$ cat config.mk
export PLATFORM = sky130hd
export DESIGN_NAME = cvp14_ram_bist
export DESIGN_NICKNAME = d
export VERILOG_FILES = /design/src/rtl/cvp14_bist_pkg.sv /design/src/rtl/cvp14_bist_rd_pipe.sv /design/src/rtl/cvp14_ram_bist.sv
export SDC_FILE = /design/constraint.sdc
export NUM_CORES = 1
export LEC_CHECK = 0
export ABC_CLOCK_PERIOD_IN_PS = 4600
export BUFFER_PORTS_ARGS = -buffer_cell sky130_fd_sc_hd__buf_2
export CAP_MARGIN = 5
export CORE_AREA = 5 5 111 113
export DETAILED_ROUTE_END_ITERATION = 10
export DIE_AREA = 0 0 116 118
export PLACE_DENSITY = 0.92
export RECOVER_POWER = 25
export REMOVE_ABC_BUFFERS = 1
export SETUP_SLACK_MARGIN = 0.2
export SLEW_MARGIN = 5
export SYNTH_ARGS = -nofsm -noshare
export SYNTH_HDL_FRONTEND = slang
export SYNTH_SLANG_ARGS = --single-unit
$ cat constraint.sdc
create_clock -name Clk1 -period 4.6 [get_ports Clk1]
set_input_delay 0 -clock Clk1 [delete_from_list [all_inputs] [get_ports Clk1]]
set_output_delay 0 -clock Clk1 [all_outputs]
set_load 0.02 [all_outputs]
$ cat src/rtl/cvp14_bist_pkg.sv
// ----------------------------------------------------------------------------
// cvp14_bist_pkg
//   Shared definitions for the CVP14 RAM self-test engine:
//     - bist_state_t      : FSM state encoding (also exported on dbg_state)
//     - BIST_DEFAULT_SEED : default pattern seed
//     - bist_pattern()    : test data for an address, optionally inverted
// ----------------------------------------------------------------------------
package cvp14_bist_pkg;

    typedef enum logic [2:0] {
        ST_IDLE  = 3'd0,
        ST_WRITE = 3'd1,
        ST_READ  = 3'd2,
        ST_WAIT  = 3'd3,
        ST_DONE  = 3'd4
    } bist_state_t;

    localparam logic [15:0] BIST_DEFAULT_SEED = 16'hA5A5;

    // Computed at 32 bits; callers cast the result down to their data width.
    function automatic logic [31:0] bist_pattern(input logic [31:0] addr,
                                                 input logic [31:0] seed,
                                                 input logic        invert);
        logic [31:0] p;
        p = addr ^ seed;
        return invert ? ~p : p;
    endfunction

endpackage

$ cat src/rtl/cvp14_bist_rd_pipe.sv
// ----------------------------------------------------------------------------
// cvp14_bist_rd_pipe
//   LATENCY-deep shift register carrying the read-valid flag and the read
//   address. A read issued in cycle t appears on out_valid/out_addr in cycle
//   t+LATENCY, which is the cycle in which DataIn is valid and sampled.
// Ports
//   clk       in   clock, rising edge
//   rst       in   synchronous active-high reset
//   flush     in   synchronous clear of all in-flight valid flags
//   in_valid  in   read strobe issued this cycle
//   in_addr   in   address of that read
//   out_valid out  delayed read strobe
//   out_addr  out  delayed read address
// ----------------------------------------------------------------------------
module cvp14_bist_rd_pipe #(
    parameter int ADDR_W  = 16,
    parameter int LATENCY = 1
) (
    input  logic              clk,
    input  logic              rst,
    input  logic              flush,
    input  logic              in_valid,
    input  logic [ADDR_W-1:0] in_addr,
    output logic              out_valid,
    output logic [ADDR_W-1:0] out_addr
);

    logic [LATENCY-1:0] valid_sr;
    logic [ADDR_W-1:0]  addr_sr [LATENCY];

    always_ff @(posedge clk) begin
        if (rst || flush) begin
            valid_sr <= '0;
            for (int i = 0; i < LATENCY; i++) begin
                addr_sr[i] <= '0;
            end
        end else begin
            valid_sr[0] <= in_valid;
            addr_sr[0]  <= in_addr;
            for (int i = 1; i < LATENCY; i++) begin
                valid_sr[i] <= valid_sr[i-1];
                addr_sr[i]  <= addr_sr[i-1];
            end
        end
    end

    assign out_valid = valid_sr[LATENCY-1];
    assign out_addr  = addr_sr[LATENCY-1];

endmodule

$ cat src/rtl/cvp14_ram_bist.sv
// ----------------------------------------------------------------------------
// cvp14_ram_bist
//   Bus-initiating RAM self-test. Writes pattern(a) = a ^ SEED to every
//   address of [StartAddr, EndAddr], then reads each back and compares.
//   Stops at the first mismatch and reports its address and read data.
//
// Optional feature (macro BIST_INVERT_PASS_EN):
//   After a clean pass 0, a second write+read pass runs with ~(a ^ SEED);
//   a failure there reports FailPass=1. Without the macro FailPass is 0.
//
// Control protocol: Start is a one-cycle request accepted only when the
//   engine is idle (IDLE or DONE); Done is a level held until the next
//   accepted Start, Abort or Reset, and Fail/FailAddr/FailData/FailPass are
//   meaningful only while Done=1. Abort has priority over Start.
//
// Ports
//   Clk1       in   clock, rising edge
//   Reset      in   synchronous active-high reset
//   Start      in   begin test (ignored while Busy)
//   Abort      in   stop test, return to IDLE
//   StartAddr  in   first address (latched on Start)
//   EndAddr    in   last address, inclusive (latched on Start)
//   Addr       out  RAM address
//   RD / WR    out  RAM read / write strobes (never both high)
//   DataOut    out  RAM write data
//   DataIn     in   RAM read data, valid RD_LATENCY cycles after RD
//   Busy       out  test in progress
//   Done       out  test finished
//   Fail       out  mismatch found
//   FailAddr   out  address of first mismatch
//   FailData   out  data read at FailAddr
//   FailPass   out  pass in which the mismatch occurred
//   dbg_state  out  current FSM state (bist_state_t encoding)
// ----------------------------------------------------------------------------
module cvp14_ram_bist
    import cvp14_bist_pkg::*;
#(
    parameter int                ADDR_W     = 16,
    parameter int                DATA_W     = 16,
    parameter int                RD_LATENCY = 1,
    parameter logic [DATA_W-1:0] SEED       = DATA_W'(BIST_DEFAULT_SEED)
) (
    input  logic              Clk1,
    input  logic              Reset,
    input  logic              Start,
    input  logic              Abort,
    input  logic [ADDR_W-1:0] StartAddr,
    input  logic [ADDR_W-1:0] EndAddr,
    output logic [ADDR_W-1:0] Addr,
    output logic              RD,
    output logic              WR,
    output logic [DATA_W-1:0] DataOut,
    input  logic [DATA_W-1:0] DataIn,
    output logic              Busy,
    output logic              Done,
    output logic              Fail,
    output logic [ADDR_W-1:0] FailAddr,
    output logic [DATA_W-1:0] FailData,
    output logic              FailPass,
    output logic [2:0]        dbg_state
);

    bist_state_t       state, state_n;
    logic [ADDR_W-1:0] cur, cur_n;
    logic [ADDR_W-1:0] start_q, end_q;
    logic              pass_q, pass_n;
    logic [DATA_W-1:0] dout_q;
    logic [DATA_W-1:0] exp_data;
    logic              load_range;
    logic              clear_fail;
    logic              set_fail;
    logic              flush;
    logic              pipe_valid;
    logic [ADDR_W-1:0] pipe_addr;

    // Read-valid/address pipe: tells the FSM which cycle holds the data.
    cvp14_bist_rd_pipe #(
        .ADDR_W  (ADDR_W),
        .LATENCY (RD_LATENCY)
    ) u_rd_pipe (
        .clk       (Clk1),
        .rst       (Reset),
        .flush     (flush),
        .in_valid  (RD),
        .in_addr   (cur),
        .out_valid (pipe_valid),
        .out_addr  (pipe_addr)
    );

    assign exp_data = DATA_W'(bist_pattern(32'(pipe_addr), 32'(SEED), pass_q));

    // ------------------------------------------------------------------
    // Next-state logic
    // ------------------------------------------------------------------
    always_comb begin
        state_n    = state;
        cur_n      = cur;
        load_range = 1'b0;
        clear_fail = 1'b0;
        set_fail   = 1'b0;
        flush      = 1'b0;
`ifdef BIST_INVERT_PASS_EN
        pass_n     = pass_q;
`endif

        unique case (state)
            ST_IDLE, ST_DONE: begin
                if (Start) begin
                    load_range = 1'b1;
                    clear_fail = 1'b1;
                    flush      = 1'b1;
                    cur_n      = StartAddr;
`ifdef BIST_INVERT_PASS_EN
                    pass_n     = 1'b0;
`endif
                    // Empty range completes at once without touching the bus.
                    state_n    = (EndAddr < StartAddr) ? ST_DONE : ST_WRITE;
                end
            end

            ST_WRITE: begin
                // Equality test only: an EndAddr of all-ones must not wrap.
                if (cur == end_q) begin
                    cur_n   = start_q;
                    state_n = ST_READ;
                end else begin
                    cur_n   = cur + ADDR_W'(1);
                end
            end

            ST_READ: begin
                state_n = ST_WAIT;
            end

            ST_WAIT: begin
                if (pipe_valid) begin
                    if (DataIn != exp_data) begin
                        set_fail = 1'b1;
                        state_n  = ST_DONE;
                    end else if (pipe_addr == end_q) begin
`ifdef BIST_INVERT_PASS_EN
                        if (!pass_q) begin
                            pass_n  = 1'b1;
                            cur_n   = start_q;
                            state_n = ST_WRITE;
                        end else begin
                            state_n = ST_DONE;
                        end
`else
                        state_n = ST_DONE;
`endif
                    end else begin
                        cur_n   = pipe_addr + ADDR_W'(1);
                        state_n = ST_READ;
                    end
                end
            end

            default: begin
                state_n = ST_IDLE;
            end
        endcase

        // Abort overrides everything above, including a same-cycle Start.
        if (Abort) begin
            state_n    = ST_IDLE;
            cur_n      = cur;
            load_range = 1'b0;
            set_fail   = 1'b0;
            clear_fail = 1'b1;
            flush      = 1'b1;
`ifdef BIST_INVERT_PASS_EN
            pass_n     = 1'b0;
`endif
        end
    end

`ifndef BIST_INVERT_PASS_EN
    assign pass_q = 1'b0;
    assign pass_n = 1'b0;
`endif

    // ------------------------------------------------------------------
    // State and datapath registers
    // ------------------------------------------------------------------
    always_ff @(posedge Clk1) begin
        if (Reset) begin
            state   <= ST_IDLE;
            cur     <= '0;
            start_q <= '0;
            end_q   <= '0;
            dout_q  <= '0;
`ifdef BIST_INVERT_PASS_EN
            pass_q  <= 1'b0;
`endif
        end else begin
            state <= state_n;
            cur   <= cur_n;
`ifdef BIST_INVERT_PASS_EN
            pass_q <= pass_n;
`endif
            if (load_range) begin
                start_q <= StartAddr;
                end_q   <= EndAddr;
            end
            // Write data is prepared one cycle ahead so it is registered
            // in the WR cycle, and otherwise holds its last value.
            if (state_n == ST_WRITE) begin
                dout_q <= DATA_W'(bist_pattern(32'(cur_n), 32'(SEED), pass_n));
            end
        end
    end

    // First-failure capture.
    always_ff @(posedge Clk1) begin
        if (Reset || clear_fail) begin
            Fail     <= 1'b0;
            FailAddr <= '0;
            FailData <= '0;
`ifdef BIST_INVERT_PASS_EN
            FailPass <= 1'b0;
`endif
        end else if (set_fail) begin
            Fail     <= 1'b1;
            FailAddr <= pipe_addr;
            FailData <= DataIn;
`ifdef BIST_INVERT_PASS_EN
            FailPass <= pass_q;
`endif
        end
    end

`ifndef BIST_INVERT_PASS_EN
    assign FailPass = 1'b0;
`endif

    // ------------------------------------------------------------------
    // Outputs
    // ------------------------------------------------------------------
    assign Addr      = cur;
    assign DataOut   = dout_q;
    assign WR        = (state == ST_WRITE);
    assign RD        = (state == ST_READ);
    assign Busy      = (state == ST_WRITE) || (state == ST_READ) || (state == ST_WAIT);
    assign Done      = (state == ST_DONE);
    assign dbg_state = state;

endmodule

==> run metrics, run 1 <==
PortBufs 123; Top FF cell, synth dfxtp_1; Worst setup SP type flop; Remaining Overflow, GRT 0; fin crit period 3.08 ns; Worst-Margin Slew 1.07 ns; Core Region 0.0112 mm^2; Slew Limit Fails 0; drt first pass iters 6; RSZ-0062 raised after global routing no; fin util 73.2%; CTS Buffer Depth 2; TNS Setup 0 ns; crit path cell chain xor2_1 -> nor4_2 -> nand4_2 -> mux2_2 -> a2111o_1 -> o221ai_1 -> o311a_1; Cell Rows 39; Leak 3.39 nW; Die X 116 um; Hold Crit Class input port to flop; clock power share 50.7%; share of layout cells above drive strength 1 15.4%; first-pass GRT wire length 35200 um; post-route insts no fill 1094; final std cell area, no fill 0.00822 mm^2; Yosys warning count 0; Syn-to-layout area delta 24.7%; Via Count 6861; initial antenna violation count 0; IO Count 125; slowest stage delay, CP 0.62 ns; Seq pwr share 35.4%; fin nets 1007; register bit total from synthesis 117; CTS root buf clkbuf_16; Max rail drop VDD 341 uV; P_sw 0.000796 W; CTS Sinks 117; crit-path max FO 15; mapped cell area 0.00659 mm^2; vias in the first global route 6591; # resized after CTS 0; CP endpoint kind flop; Synth Instances 815; Die Ht 118 um; Clk Latency, worst-skew pair 0.42 ns; Logic pwr share 13.9%; Slowest-stage cell, CP nand4_2; WP data arrival 3.44 ns; Crit Path Category flop to flop; status complete, no violations; P_int 0.00233 W; sequential share of the synthesized area 35.5%; Initial Utilization 58.7%; routed wire length 23000 um; clock slew seen by the registers of the worst setup and hold paths 0.06 ns; Residual DRC 0; detailed-route wire length per cell 21.0 um; most common cell after layout, fill and taps aside nand2_1; Inserted Clock Buffers 17; Fmax 325 MHz; post-placement cell area 0.00708 mm^2; Slew headroom 28.6%; most frequent cells in the layout nand2_1, dfxtp_1, a21oi_1; Setup Skew 0.00479 ns; htree depth 4; TritonCTS clock tree built; Hold Vio Cnt, Final 0; P per Cell Area 380 mW/mm^2; post-route ant nets 0; Total GRT Usage 32.9%; syn avg cell area 8.09 um^2; library cells used by synthesis 59; antenna fix cells 0; gp weighted congestion 1.03; Vias/cell 6.27; cell count after placement 1013; Sw Ratio 25.5%; DR iter-0 viols 1049; Die Footprint 0.0137 mm^2; maximum number of pins on one net before global-route repair 56; Final setup viols 0; dpl hpwl 14700 um; fin crit share 66.9%; Max-cap violations 0; EDFF count, synth 0; Async SR Flop Fraction 0%; CP required 4.96 ns
-- Yosys cell counts (5+ instances only) --
library cell  instances  area share [%]
mux2i_1              20             3.0
nor2_1               43             2.4
mux2_2                5            0.85
nand3_1              49             3.7
xor2_1               39             5.2
a211oi_1              9             1.0
o21ai_0              17             1.3
and2_1                5            0.47
nor3_1                8            0.61
nand4_1              16             1.5
dfxtp_1             117              36
a2111o_1              7             1.2
nand2_1             127             7.2
ha_1                 17             3.2
o22ai_1               7            0.66
and3_1               15             1.4
nor4_1               14             1.3
a21o_1               15             1.7
inv_1                27             1.5
a21oi_1              87             6.6
buf_4                 6            0.68
buf_6                 5            0.85
buf_2                15             1.1
clkbuf_1             44             2.5
xnor2_1              35             4.7
-- timing repair --
| action | in CTS | in global routing |
|---|---|---|
| hold buffers | 49 | 0 |
| setup buffers | 0 | 0 |
| hold endpoints to repair | 49 | 0 |
-- logic make-up after synthesis --
logic type      Yosys count  synth area share, %
xor+xnor                 75                 10.1
fa+ha+maj                17                 3.23
other cells               1               0.0569
buf+inv                 101                 6.95
flops                   117                 35.5
mux                      29                 4.80
compound gates          181                 17.9
simple gates            294                 21.5
-- power groups by stage --
stage / Combinational [W] / Sequential (W) / Clock, W
2_1_floorplan: 0.000225 / 0.00113 / 0
3_3_place_gp: 0.000375 / 0.00112 / 0
3_5_place_dp: 0.000384 / 0.00112 / 0
4_1_cts: 0.000420 / 0.00110 / 0.00158
5_1_grt: 0.000460 / 0.00111 / 0.00163
6_report: 0.000433 / 0.00111 / 0.00158
-- state kept, by name (all words and copies together), names as in the netlist --
signal,count
Addr,16
DataOut,16
Fail,1
FailAddr,16
FailData,16
dbg_state,3
end_q,16
start_q,16
u_rd_pipe.addr_sr,16
u_rd_pipe.out_valid,1
-- per-layer routing --
| metal | vias to the layer above | track usage [%] | part of all wire (%) |
|---|---|---|---|
| met1 | 3210 | 40.1 | 37 |
| met2 | 463 | 55.0 | 48 |
| li1 | 3093 | - | - |
| met4 | 0 | 13.9 | 4.3 |
| met3 | 95 | 7.35 | 10 |
| met5 | - | 0 | 0 |
-- critical path: cells and delay by family (launching register included) --
kind | cells | cell delay [ns]
flip-flops | 1 | 0.59
multiplexers | 1 | 0.52
AO/OA/AOI/OAI | 3 | 0.82
XOR/XNOR | 1 | 0.16
AND/OR/NAND/NOR | 2 | 0.93
-- through the flow --
step,setup slack [ns],power [W],hold WS [ns]
floorplan,1.26,0.00136,0.0646
global placement,1.73,0.00150,0.254
detailed placement,1.63,0.00151,0.264
CTS,1.62,0.00310,0.108
global route,1.39,0.00320,0.152
finish,1.52,0.00312,0.135
-- final timing paths --
check                                              from                       to  slack, ns  cells past startpoint
worst max-delay path                 Addr[1]$_SDFF_PP0_  DataOut[8]$_SDFFE_PP0N_       1.52                      7
worst min-delay path                              Reset  dbg_state[2]$_SDFF_PP0_       0.13                      3
worst max register to register       Addr[1]$_SDFF_PP0_  DataOut[8]$_SDFFE_PP0N_       1.52                      7
worst min register to register  start_q[2]$_SDFFE_PP0P_  start_q[2]$_SDFFE_PP0P_       0.46                      2
-- layout make-up --
type,instances,area [um^2]
Inverter,27,101
Tap cell,143,179
Clock inverter,13,250
Fill cell,809,3000
Multi-Input combinational cell,597,3800
Sequential cell,117,2340
Clock buffer,19,453
Timing Repair Buffer,178,1090
Power figures use the tool's default switching activity.
==> run 2: changes to the inputs <==
ABC_CLOCK_PERIOD_IN_PS = 3100   (was 4600)
CORE_AREA = 5 5 115 117   (was 5 5 111 113)
DIE_AREA = 0 0 120 122   (was 0 0 116 118)
PLACE_DENSITY = 0.87   (was 0.92)
clock period = 3.1 ns   (was 4.6 ns; I/O delays follow)
==> run 2 against run 1 <==
Critical path depth grew 1. Sequential power increased by 46%. Cell area is 3.1% higher. Critical endpoint is now DataOut[13]$_SDFFE_PP0N_. Via count increased by 0.34%. Register-to-register slack lost 1.2 ns. Routed wire length is 0.74% lower. Combinational power increased by 62%. Cell count grew 3.5%. Global-route usage down 1.9 points. Total power increased by 47%. Clock-buffer cell count stayed put.
==> run metrics, run 2 (synthesis results as in run 1) <==
P per Cell Area 542 mW/mm^2 (+43%); Inserted Clock Buffers 17 (unchanged); detailed-route wire length per cell 20.1 um (-4.1%); TNS Setup 0 ns (unchanged); vias in the first global route 6616 (+0.38%); gp weighted congestion 0.973 (-5.2%); Fill cells 965 (+19%); fin crit period 2.77 ns (-0.308 ns); dpl hpwl 15700 um (+6.9%); most frequent cells in the layout nand2_1, dfxtp_1, a21oi_1; Hold Crit Class input port to flop; clock slew seen by the registers of the worst setup and hold paths 0.05 ns (about the same); met2 wire length 10400 um (-6.1%); Via Count 6884 (+0.34%); Setup Skew 0.00990 ns (+0.00511 ns); antenna fix cells 0 (unchanged); Die Footprint 0.0146 mm^2 (+7.0%); drt first pass iters 8 (+2); Total GRT Usage 30.9% (-1.9 points); Max Used Layer met4; Die X 120 um (+3.4%); Max rail drop VDD 320 uV (-6.0%); Core Region 0.0123 mm^2 (+9.2%); CP endpoint kind flop; final total power 0.00459 W (+47%); fin nets 1038 (+3.1%); Clk Latency, worst-skew pair 0.42 ns (about the same); Fmax 361 MHz (+11%); CTS Buffer Depth 2 (unchanged); post-route ant nets 0 (unchanged); Max-cap violations 0 (unchanged); most common cell after layout, fill and taps aside nand2_1; DR iter-0 viols 882 (-16%); postcts setup bufs 0 (unchanged); routed wire length 22800 um (-0.74%); PortBufs 123 (unchanged); Vias/cell 6.08 (-3.0%); Die Ht 122 um (+3.4%); M1 WL 9210 um (+7.5%); Slew headroom 36.8% (+8.2 points); RSZ-0062 raised after global routing no; first-pass GRT wire length 35200 um (-0.14%); Remaining Overflow, GRT 0 (unchanged); CTS Sinks 117 (unchanged); Crit Path Category flop to flop; Initial Utilization 53.8% (-5.0 points); routed wl met3 2180 um (-4.8%); Slew Limit Fails 0 (unchanged); CTS root buf clkbuf_16; TritonCTS clock tree built; status complete, no violations; Cell Rows 41 (+5.1%); Worst-Margin Slew 0.944 ns (-0.124 ns); Final setup viols 0 (unchanged); Worst setup SP type flop; fin crit share 89.4% (+22 points); Residual DRC 0 (unchanged); maximum number of pins on one net before global-route repair 42 (-25%); Hold Vio Cnt, Final 0 (unchanged); initial antenna violation count 0 (unchanged); Syn-to-layout area delta 28.6%; share of layout cells above drive strength 1 18.5% (+3.2 points); IO Count 125 (unchanged); WP data arrival 3.14 ns (-0.30 ns); CP required 3.47 ns (-1.49 ns); crit-path max FO 10 (-5); htree depth 4 (unchanged); Leak 3.54 nW (+4.2%)
run 2: cell types whose count changed in the layout (fill, tap and decap cells not counted), sizes merged:
cell,delta
clkinvlp,+1
buf,+30
dlygate4sd3,+1
inv,-1
bufinv,-1
clkinv,+1
run 2: area by class of cell:
class / instances / area (um^2) / share of cell area, %
multi-input cells: 597 / 3830 / 45.2
flip-flops and latches: 117 / 2350 / 27.7
repair buffers: 209 / 1330 / 15.7
clock buffers: 19 / 453 / 5.34
clock inverters: 13 / 228 / 2.69
well taps: 150 / 188 / 2.21
inverters: 27 / 101 / 1.20
run 2: through the flow:
stage	instance area, um^2	hold WS (ns)	setup WS (ns)	utilization (%)	instances
2_1_floorplan	6230	0.0646	-0.235	-	741
3_3_place_gp	7320	0.268	0.209	59.7	1050
3_5_place_dp	7320	0.273	0.220	59.7	1050
4_1_cts	8510	0.276	0.224	69.4	1132
5_1_grt	8480	0.339	0.231	69.1	1132
6_report	8480	0.314	0.329	69.1	1132
run 2: where the power goes:
group / switching, W / total (W) / internal [W] / leakage [nW]
clock network: 0.000721 / 0.00227 / 0.00155 / 0.329
logic: 0.000411 / 0.000701 / 0.000290 / 2.26
registers: 0.0000632 / 0.00162 / 0.00156 / 0.952
run 2: path summary, 6_finish.rpt:
check | to | depth (start not counted) | start | slack (ns)
worst max register to register | DataOut[13]$_SDFFE_PP0N_ | 8 | Addr[11]$_SDFF_PP0_ | 0.33
worst max-delay path | DataOut[13]$_SDFFE_PP0N_ | 8 | Addr[11]$_SDFF_PP0_ | 0.33
worst min-delay path | dbg_state[2]$_SDFF_PP0_ | 5 | Start | 0.31
worst min register to register | FailData[0]$_SDFFE_PP0P_ | 2 | FailData[0]$_SDFFE_PP0P_ | 0.45
run 2: timing repair:
| item | 4_1_cts | 5_1_grt |
|---|---|---|
| endpoints found under the hold margin | 54 | 0 |
| resized for setup | 1 | 7 |
| setup endpoints to repair | 3 | 12 |
| hold buffers | 50 | 0 |
run 2: worst max-delay path, cell delays in order, from the launching register on:
cell and delay [ns]:
dfxtp_1 0.55, xor2_1 0.17, nor4_4 0.41, nand4_4 0.25
buf_4 0.27, mux2_2 0.31, a2111o_1 0.41, o221ai_1 0.16
o311a_1 0.19
run 2: layer usage:
layer  global-route usage (%)  up-vias
li1                         -     3164
met5                        0        -
met3                     7.61       88
met4                     14.0        0
met1                     39.0     3223
met2                     50.2      409
